===== config.mk =====
export PLATFORM = sky130hd
export DESIGN_NAME = pipe_stage_reg
export DESIGN_NICKNAME = d
export VERILOG_FILES = /design/src/rtl/pipe_pkg.sv /design/src/rtl/pipe_slot.sv /design/src/rtl/pipe_stage_reg.sv
export SDC_FILE = /design/constraint.sdc
export NUM_CORES = 1
export LEC_CHECK = 0
export BUFFER_PORTS_ARGS = -buffer_cell sky130_fd_sc_hd__buf_2
export CAP_MARGIN = 0
export CELL_PAD_IN_SITES_DETAIL_PLACEMENT = 1
export CELL_PAD_IN_SITES_GLOBAL_PLACEMENT = 1
export CORE_MARGIN = 2
export CORE_UTILIZATION = 35
export DETAILED_ROUTE_END_ITERATION = 6
export PLACE_DENSITY_LB_ADDON = 0.1
export SLEW_MARGIN = 20
export SYNTH_ARGS = -nofsm -noshare
export SYNTH_HDL_FRONTEND = slang
export SYNTH_SLANG_ARGS = --single-unit

===== constraint.sdc =====
create_clock -name clk -period 1.92 [get_ports clk]
set_clock_uncertainty 0.15 [all_clocks]
set_input_delay 0.288 -clock clk [delete_from_list [all_inputs] [get_ports clk]]
set_output_delay 0.288 -clock clk [all_outputs]
set_load 0.005 [all_outputs]

===== src/rtl/pipe_pkg.sv =====
// Shared types and default widths for the pipeline stage register family.
package pipe_pkg;

  localparam int unsigned PIPE_DATA_W_DEF = 64;
  localparam int unsigned PIPE_CTRL_W_DEF = 8;

  typedef logic [1:0] occ_t;

endpackage


===== src/rtl/pipe_slot.sv =====
// One storage slot: valid bit plus payload register.
// Priority is reset, then clear, then load. Clear keeps the payload so a drained stage still shows its last data.
module pipe_slot
  import pipe_pkg::*;
#(
  parameter int unsigned DATA_W = PIPE_DATA_W_DEF
) (
  input  logic              clk,
  input  logic              rst,
  input  logic              load,
  input  logic              clear,
  input  logic [DATA_W-1:0] d,
  output logic              valid,
  output logic [DATA_W-1:0] q
);

  always_ff @(posedge clk) begin
    if (rst) begin
      valid <= 1'b0;
      q     <= '0;
    end else if (clear) begin
      valid <= 1'b0;
    end else if (load) begin
      valid <= 1'b1;
      q     <= d;
    end
  end

endmodule


===== src/rtl/pipe_stage_reg.sv =====
// Reusable pipeline stage register with valid/ready handshake, flush and bubble-masked control bits.
// Define PIPE_STAGE_SKID_EN for the two-slot skid build with a registered in_ready.
module pipe_stage_reg
  import pipe_pkg::*;
#(
  parameter int unsigned DATA_W = PIPE_DATA_W_DEF,
  parameter int unsigned CTRL_W = PIPE_CTRL_W_DEF
) (
  input  logic              clk,
  input  logic              rst,
  input  logic              flush,
  input  logic              in_valid,
  output logic              in_ready,
  input  logic [DATA_W-1:0] in_data,
  output logic              out_valid,
  input  logic              out_ready,
  output logic [DATA_W-1:0] out_data,
  output occ_t              occ
);

  if (CTRL_W > DATA_W || DATA_W == 0) begin : g_bad_cfg
    $error("pipe_stage_reg: CTRL_W must not exceed DATA_W and DATA_W must be nonzero");
  end

  localparam logic [DATA_W-1:0] CTRL_MASK = {DATA_W{1'b1}} >> (DATA_W - CTRL_W);

  logic              accept;
  logic              deliver;
  logic              main_valid;
  logic              main_load;
  logic              main_clear;
  logic [DATA_W-1:0] main_d;
  logic [DATA_W-1:0] main_q;

  assign accept    = in_valid && in_ready;
  assign deliver   = main_valid && out_ready;
  assign out_valid = main_valid;
  assign out_data  = main_valid ? main_q : (main_q & ~CTRL_MASK);

`ifdef PIPE_STAGE_SKID_EN
  logic              skid_valid;
  logic              skid_load;
  logic              skid_clear;
  logic [DATA_W-1:0] skid_q;

  assign in_ready = !skid_valid;
  assign occ      = occ_t'({1'b0, main_valid}) + occ_t'({1'b0, skid_valid});

  // Skid is only ever occupied while main is, so main refills from skid first.
  always_comb begin
    main_d     = skid_valid ? skid_q : in_data;
    main_load  = (!main_valid && accept) || (deliver && (skid_valid || accept));
    main_clear = flush || (deliver && !skid_valid && !accept);
    skid_load  = main_valid && !deliver && accept;
    skid_clear = flush || (deliver && skid_valid);
  end

  pipe_slot #(.DATA_W(DATA_W)) u_skid (
    .clk   (clk),
    .rst   (rst),
    .load  (skid_load),
    .clear (skid_clear),
    .d     (in_data),
    .valid (skid_valid),
    .q     (skid_q)
  );
`else
  assign in_ready = out_ready || !main_valid;
  assign occ      = occ_t'({1'b0, main_valid});

  always_comb begin
    main_d     = in_data;
    main_load  = accept;
    main_clear = flush || (deliver && !accept);
  end
`endif

  pipe_slot #(.DATA_W(DATA_W)) u_main (
    .clk   (clk),
    .rst   (rst),
    .load  (main_load),
    .clear (main_clear),
    .d     (main_d),
    .valid (main_valid),
    .q     (main_q)
  );

endmodule


Word level (Yosys, flattened, before mapping)
Cells that the tools add are included.
{ "word_totals": {"reg_bits": 65, "output_inout_bits": 68, "word_cells": 13} }
{ "classes": {"n_mux": 1, "bitwise": 1, "reduce_logical": 9} }
{ "op_table": {"columns": ["op", "count"], "rows": [
  ["8-bit 2-to-1 mux", 1],
  ["1-bit logical AND", 3],
  ["1-bit logical NOT", 2],
  ["1-bit logical OR", 2],
  ["2-bit AND reduction", 1],
  ["2-bit OR reduction", 1],
  ["1-bit inverter", 1]
]} }

Logic depth before layout (Yosys ltp)
{ "depth": {"depth_word": 8, "ltp_mapped": 5, "mapped_depth_nobuf": 3} }

Hierarchy
From an unflattened synthesis, not the netlist that was laid out.
{ "unflattened": {"cells_unflattened": 310, "area_unflattened_um2": 3130.5} }
{ "by_module_without_submodules": {"columns": ["mod", "instances", "cells_each", "area_each_um2", "seq_area_each_um2"], "rows": [
  ["pipe_slot", 1, 295, 3025.4, 1301.2],
  ["pipe_stage_reg", 1, 15, 105.1, 0.0]
]} }

Worst setup path before layout
No wires, ideal clock.
{ "synth_path": {"path_kind": "reg2reg", "start": "reg u_main.valid", "end": "reg u_main.q[0]", "t_arrival_ps": 1184, "setup_slack_ps": 515, "stages_incl_launch_ff": 6, "n_path_buf": 2, "synth_period_minus_slack_ps": 1405, "cell_sequence": "dfxtp_1 > nor2b_4 > nor3b_2 > buf_6 > buf_12 > mux2i_1"} }
{ "synth_via": {"elab_chain_len": 8, "word_cells_on_any_way": 9, "cone_classes": "1 x bitwise; 8 x reduce/logical"} }
{ "synth_lines": {"columns": ["item", "line", "rtl"], "rows": [
  ["start: declaration", "pipe_slot.sv:13", "output logic valid,"],
  ["start signal: assignment", "pipe_slot.sv:19", "valid <= 1'b0;"],
  ["start signal: assignment", "pipe_slot.sv:22", "valid <= 1'b0;"],
  ["start signal: assignment", "pipe_slot.sv:24", "valid <= 1'b1;"],
  ["1-bit logical NOT", "pipe_stage_reg.sv:68", "assign in_ready = out_ready || !main_valid;"],
  ["1-bit logical OR", "pipe_stage_reg.sv:68", null],
  ["1-bit logical AND", "pipe_stage_reg.sv:35", "assign accept = in_valid && in_ready;"],
  ["1-bit logical NOT", "pipe_stage_reg.sv:74", "main_clear = flush || (deliver && !accept);"],
  ["1-bit logical AND", "pipe_stage_reg.sv:74", null],
  ["1-bit logical OR", "pipe_stage_reg.sv:74", null],
  ["1-bit inverter (no line)", null, null],
  ["2-bit AND reduction (no line) (*)", null, null],
  ["end signal: assignment", "pipe_slot.sv:20", "q <= '0;"],
  ["end signal: assignment", "pipe_slot.sv:25", "q <= d;"],
  ["end: declaration", "pipe_slot.sv:14", "output logic [DATA_W-1:0] q"]
]} }
Every way passes the cells marked *; elsewhere a longest branch is shown, timed or not.
A chain may end at the register's enable or synchronous reset.

Final worst setup path
{ "layout_path": {"start": "in flush", "end": "reg u_main.q[20]"} }
{ "layout_via": {"elab_chain_len": 3} }
{ "layout_lines": {"columns": ["item", "line", "rtl"], "rows": [
  ["start: declaration", "pipe_stage_reg.sv:11", "input logic flush,"],
  ["1-bit logical OR", "pipe_stage_reg.sv:74", null],
  ["1-bit inverter (no line)", null, null],
  ["2-bit AND reduction (no line)", null, null]
]} }
No other way between the ends.

==> metrics.md <==
| Metric | Value |
|---|---|
| Status | `completed` |
| Max Root-Sink Buffers | `2` |
| ANT nets after route | `0` |
| Final Critical Period | `1.727 ns` |
| Data required time of the worst path | `2.02 ns` |
| Count of different cell masters after synthesis | `14` |
| Net Sw Frac | `0.2261` |
| CTS tree | `yes` |
| Worst-path clk slew | `0.07 ns` |
| CP Max Fanout | `39` |
| Critical Path Sink Type | `flop` |
| Synth Area in Adders | `0` |
| Period utilization | `0.8994` |
| Synth top area cells | `dfxtp_1 (38%), nand2b_1 (23%), mux2i_1 (18%)` |
| Top Ports | `137` |
| Pint | `2.401 mW` |
| CTS Buf Count | `9` |
| Port Buf Inserts | `135` |
| Multiplexer share of the synthesized area | `0.1849` |
| First-pass GRT wire length | `10,920 um` |
| Hold WC Path Type | `in -> reg` |
| R2r endpoint | `u_main.q[20]$_SDFFE_PP0P_` |
| Reg2Reg Depth | `4` |
| Initial antenna violation count | `0` |
| HP Start | `in_data[61]` |
| Most frequent cells in the layout | `buf_2 (135), nand2b_1 (128), dfxtp_1 (65), mux2i_1 (64), clkbuf_8 (10)` |
| Yosys reg bits | `65` |
| Synth-to-Final Area Change | `15.49%` |
| Final Hold Fails | `0` |
| Final setup violation count | `0` |
| CTS root buffer | `clkbuf_8` |
| Average wire per standard cell | `12.67 um` |
| Die Width | `103.5 um` |
| Comb pwr share | `0.127` |
| Hold Path Cell Cnt | `3` |
| # diodes | `0` |
| Starting Density | `0.3578` |
| First-pass iteration count of the detailed router | `4` |
| Peak VDD IR | `327.1 uV` |
| P per Cell Area | `775.5 mW/mm^2` |
| Synthesized area | `0.003465 mm^2` |
| WP data arrival | `1.82 ns` |
| Yosys top cell by area | `dfxtp_1` |
| RSZ-0062 raised after global routing | `no` |
| Post-Synth Simple-Gate Area | `0.2586` |
| Leak Pwr | `1.832 nW` |
| Xor and xnor area share after synthesis | `0` |
| Synthesis warning total | `0` |
| DR vias | `2,346` |
| Worst Hold End | `u_main.q[61]$_SDFFE_PP0P_` |
| Post-DP HPWL | `5053 um` |
| Final wirelength | `7094 um` |
| Final hold slack | `0.06267 ns` |
| Die H | `103.5 um` |
| Final GP Congestion | `0.7074` |
| Cell count after synthesis | `350` |
| Worst-Skew Late Latency | `0.32 ns` |
| Largest family of logic cells by synthesized area | `simple AND/OR/NAND/NOR gates` |
| Reg-to-reg slack, setup | `0.39 ns` |
| Largest net degree at the start of global routing | `66` |
| Iteration-0 DRC Markers | `39` |
| Site Rows | `36` |
| Tot GR Track Use | `0.1313` |
| Post-synth top area share | `0.3756` |
| Syn_area_per_cell | `9.899 um^2` |
| Fmax | `579.1 MHz` |
| Worst R2R Start | `u_main.valid$_SDFFE_PP0N_` |
| Synth Area in Compound Gates | `0` |
| Most common cell after layout, fill and taps aside | `buf_2` |
| Sequential area share after synthesis | `0.3756` |
| Proportion of layout cells with a drive suffix above 1 | `0.3817` |
| Max Cap Viol | `0` |
| Setup Crit Path Kind | `in -> reg` |
| Die ar. | `0.01071 mm^2` |
| Core ar. | `0.009684 mm^2` |
| Fin nets | `492` |
| CTS Sinks | `65` |
| Grt ovf | `0` |
| Net Count, Synth | `419` |
| Clock share of power | `0.405` |
| Vias per cell | `4.189` |
| CP startpoint kind | `primary input` |
| Vias in the first global route | `2,332` |
| Setup TNS | `0 ns` |
| DRC viols | `0` |
| Slew Limit Fails | `0` |
| Register share of total power | `0.468` |
| Htree depth | `3` |
| Sw Pwr | `0.7017 mW` |
metrics by stage:
step	cells	utilization	power (mW)	area, um^2	worst slack, ns
6_report	560	0.4132	3.103	4001	0.1932
5_1_grt	560	0.4132	3.264	4001	0.1354
4_1_cts	560	0.4132	3.170	4001	0.2002
3_5_place_dp	544	0.3904	1.884	3781	0.3791
3_3_place_gp	544	0.3904	1.873	3781	0.4369
2_1_floorplan	350	-	1.799	3465	0.5148
cell type report:
cell class,count,area [um^2]
clock buffers,12,145.1
clock inverters,3,65.06
fillers,1142,5683
inverters,1,3.754
multi-input cells,205,1546
flip-flops and latches,65,1301
well taps,133,166.4
repair buffers,141,773.2
logic make-up after synthesis:
kind of cell  after synthesis
mux                        64
simple gates              140
buf+inv                    80
flops                      65
other cells                 1
registers in the layout, summed over array words and instances (netlist names):
register and count:
u_main.q 64, u_main.valid 1
worst max-delay path by stage:
| stage | start | endpoint | slack [ns] | cells past startpoint |
|---|---|---|---|---|
| 5_1_grt | flush | u_main.q[7]$_SDFFE_PP0P_ | 0.14 | 5 |
| 2_1_floorplan | u_main.valid$_SDFFE_PP0N_ | u_main.q[0]$_SDFFE_PP0P_ | 0.51 | 5 |
| 3_3_place_gp | out_ready | u_main.q[25]$_SDFFE_PP0P_ | 0.44 | 5 |
| 6_report | flush | u_main.q[20]$_SDFFE_PP0P_ | 0.19 | 5 |
| 4_1_cts | flush | u_main.q[20]$_SDFFE_PP0P_ | 0.20 | 5 |
| 3_5_place_dp | out_ready | u_main.q[20]$_SDFFE_PP0P_ | 0.38 | 5 |
Yosys cell counts, drive strengths merged:
cell type,number
and2,8
buf,65
clkbuf,14
conb,1
dfxtp,65
inv,1
mux2i,64
nand2b,128
nor2,1
nor2b,1
nor3,1
nor3b,1
critical path: stages:
cell	delay (ns)
dlygate4sd3_1	0.53
buf_2	0.14
nor3b_4	0.30
buf_12	0.32
mux2i_1	0.23
timing repair:
item,in CTS,in global routing
setup buffers,0,0
hold buffers,1,0
hold endpoints to repair,1,0
resized for setup,0,0
power by group through the flow:
| stage | Combinational (mW) | Sequential (mW) | Clock, mW |
|---|---|---|---|
| after floorplan | 0.323 | 1.48 | 0 |
| after global placement | 0.392 | 1.48 | 0 |
| after detailed placement | 0.401 | 1.48 | 0 |
| after CTS | 0.404 | 1.45 | 1.31 |
| after global routing | 0.439 | 1.46 | 1.36 |
| final | 0.393 | 1.45 | 1.26 |
routing by layer:
metal  vias to the layer above  GRT usage  share of wire
met5                         -          0              0
met2                        73     0.2094           0.47
met3                         7    0.03831          0.075
met4                         0    0.05466          0.012
li1                       1187          -              -
met1                      1079     0.1660           0.44
(Power assumes the default switching activity.)
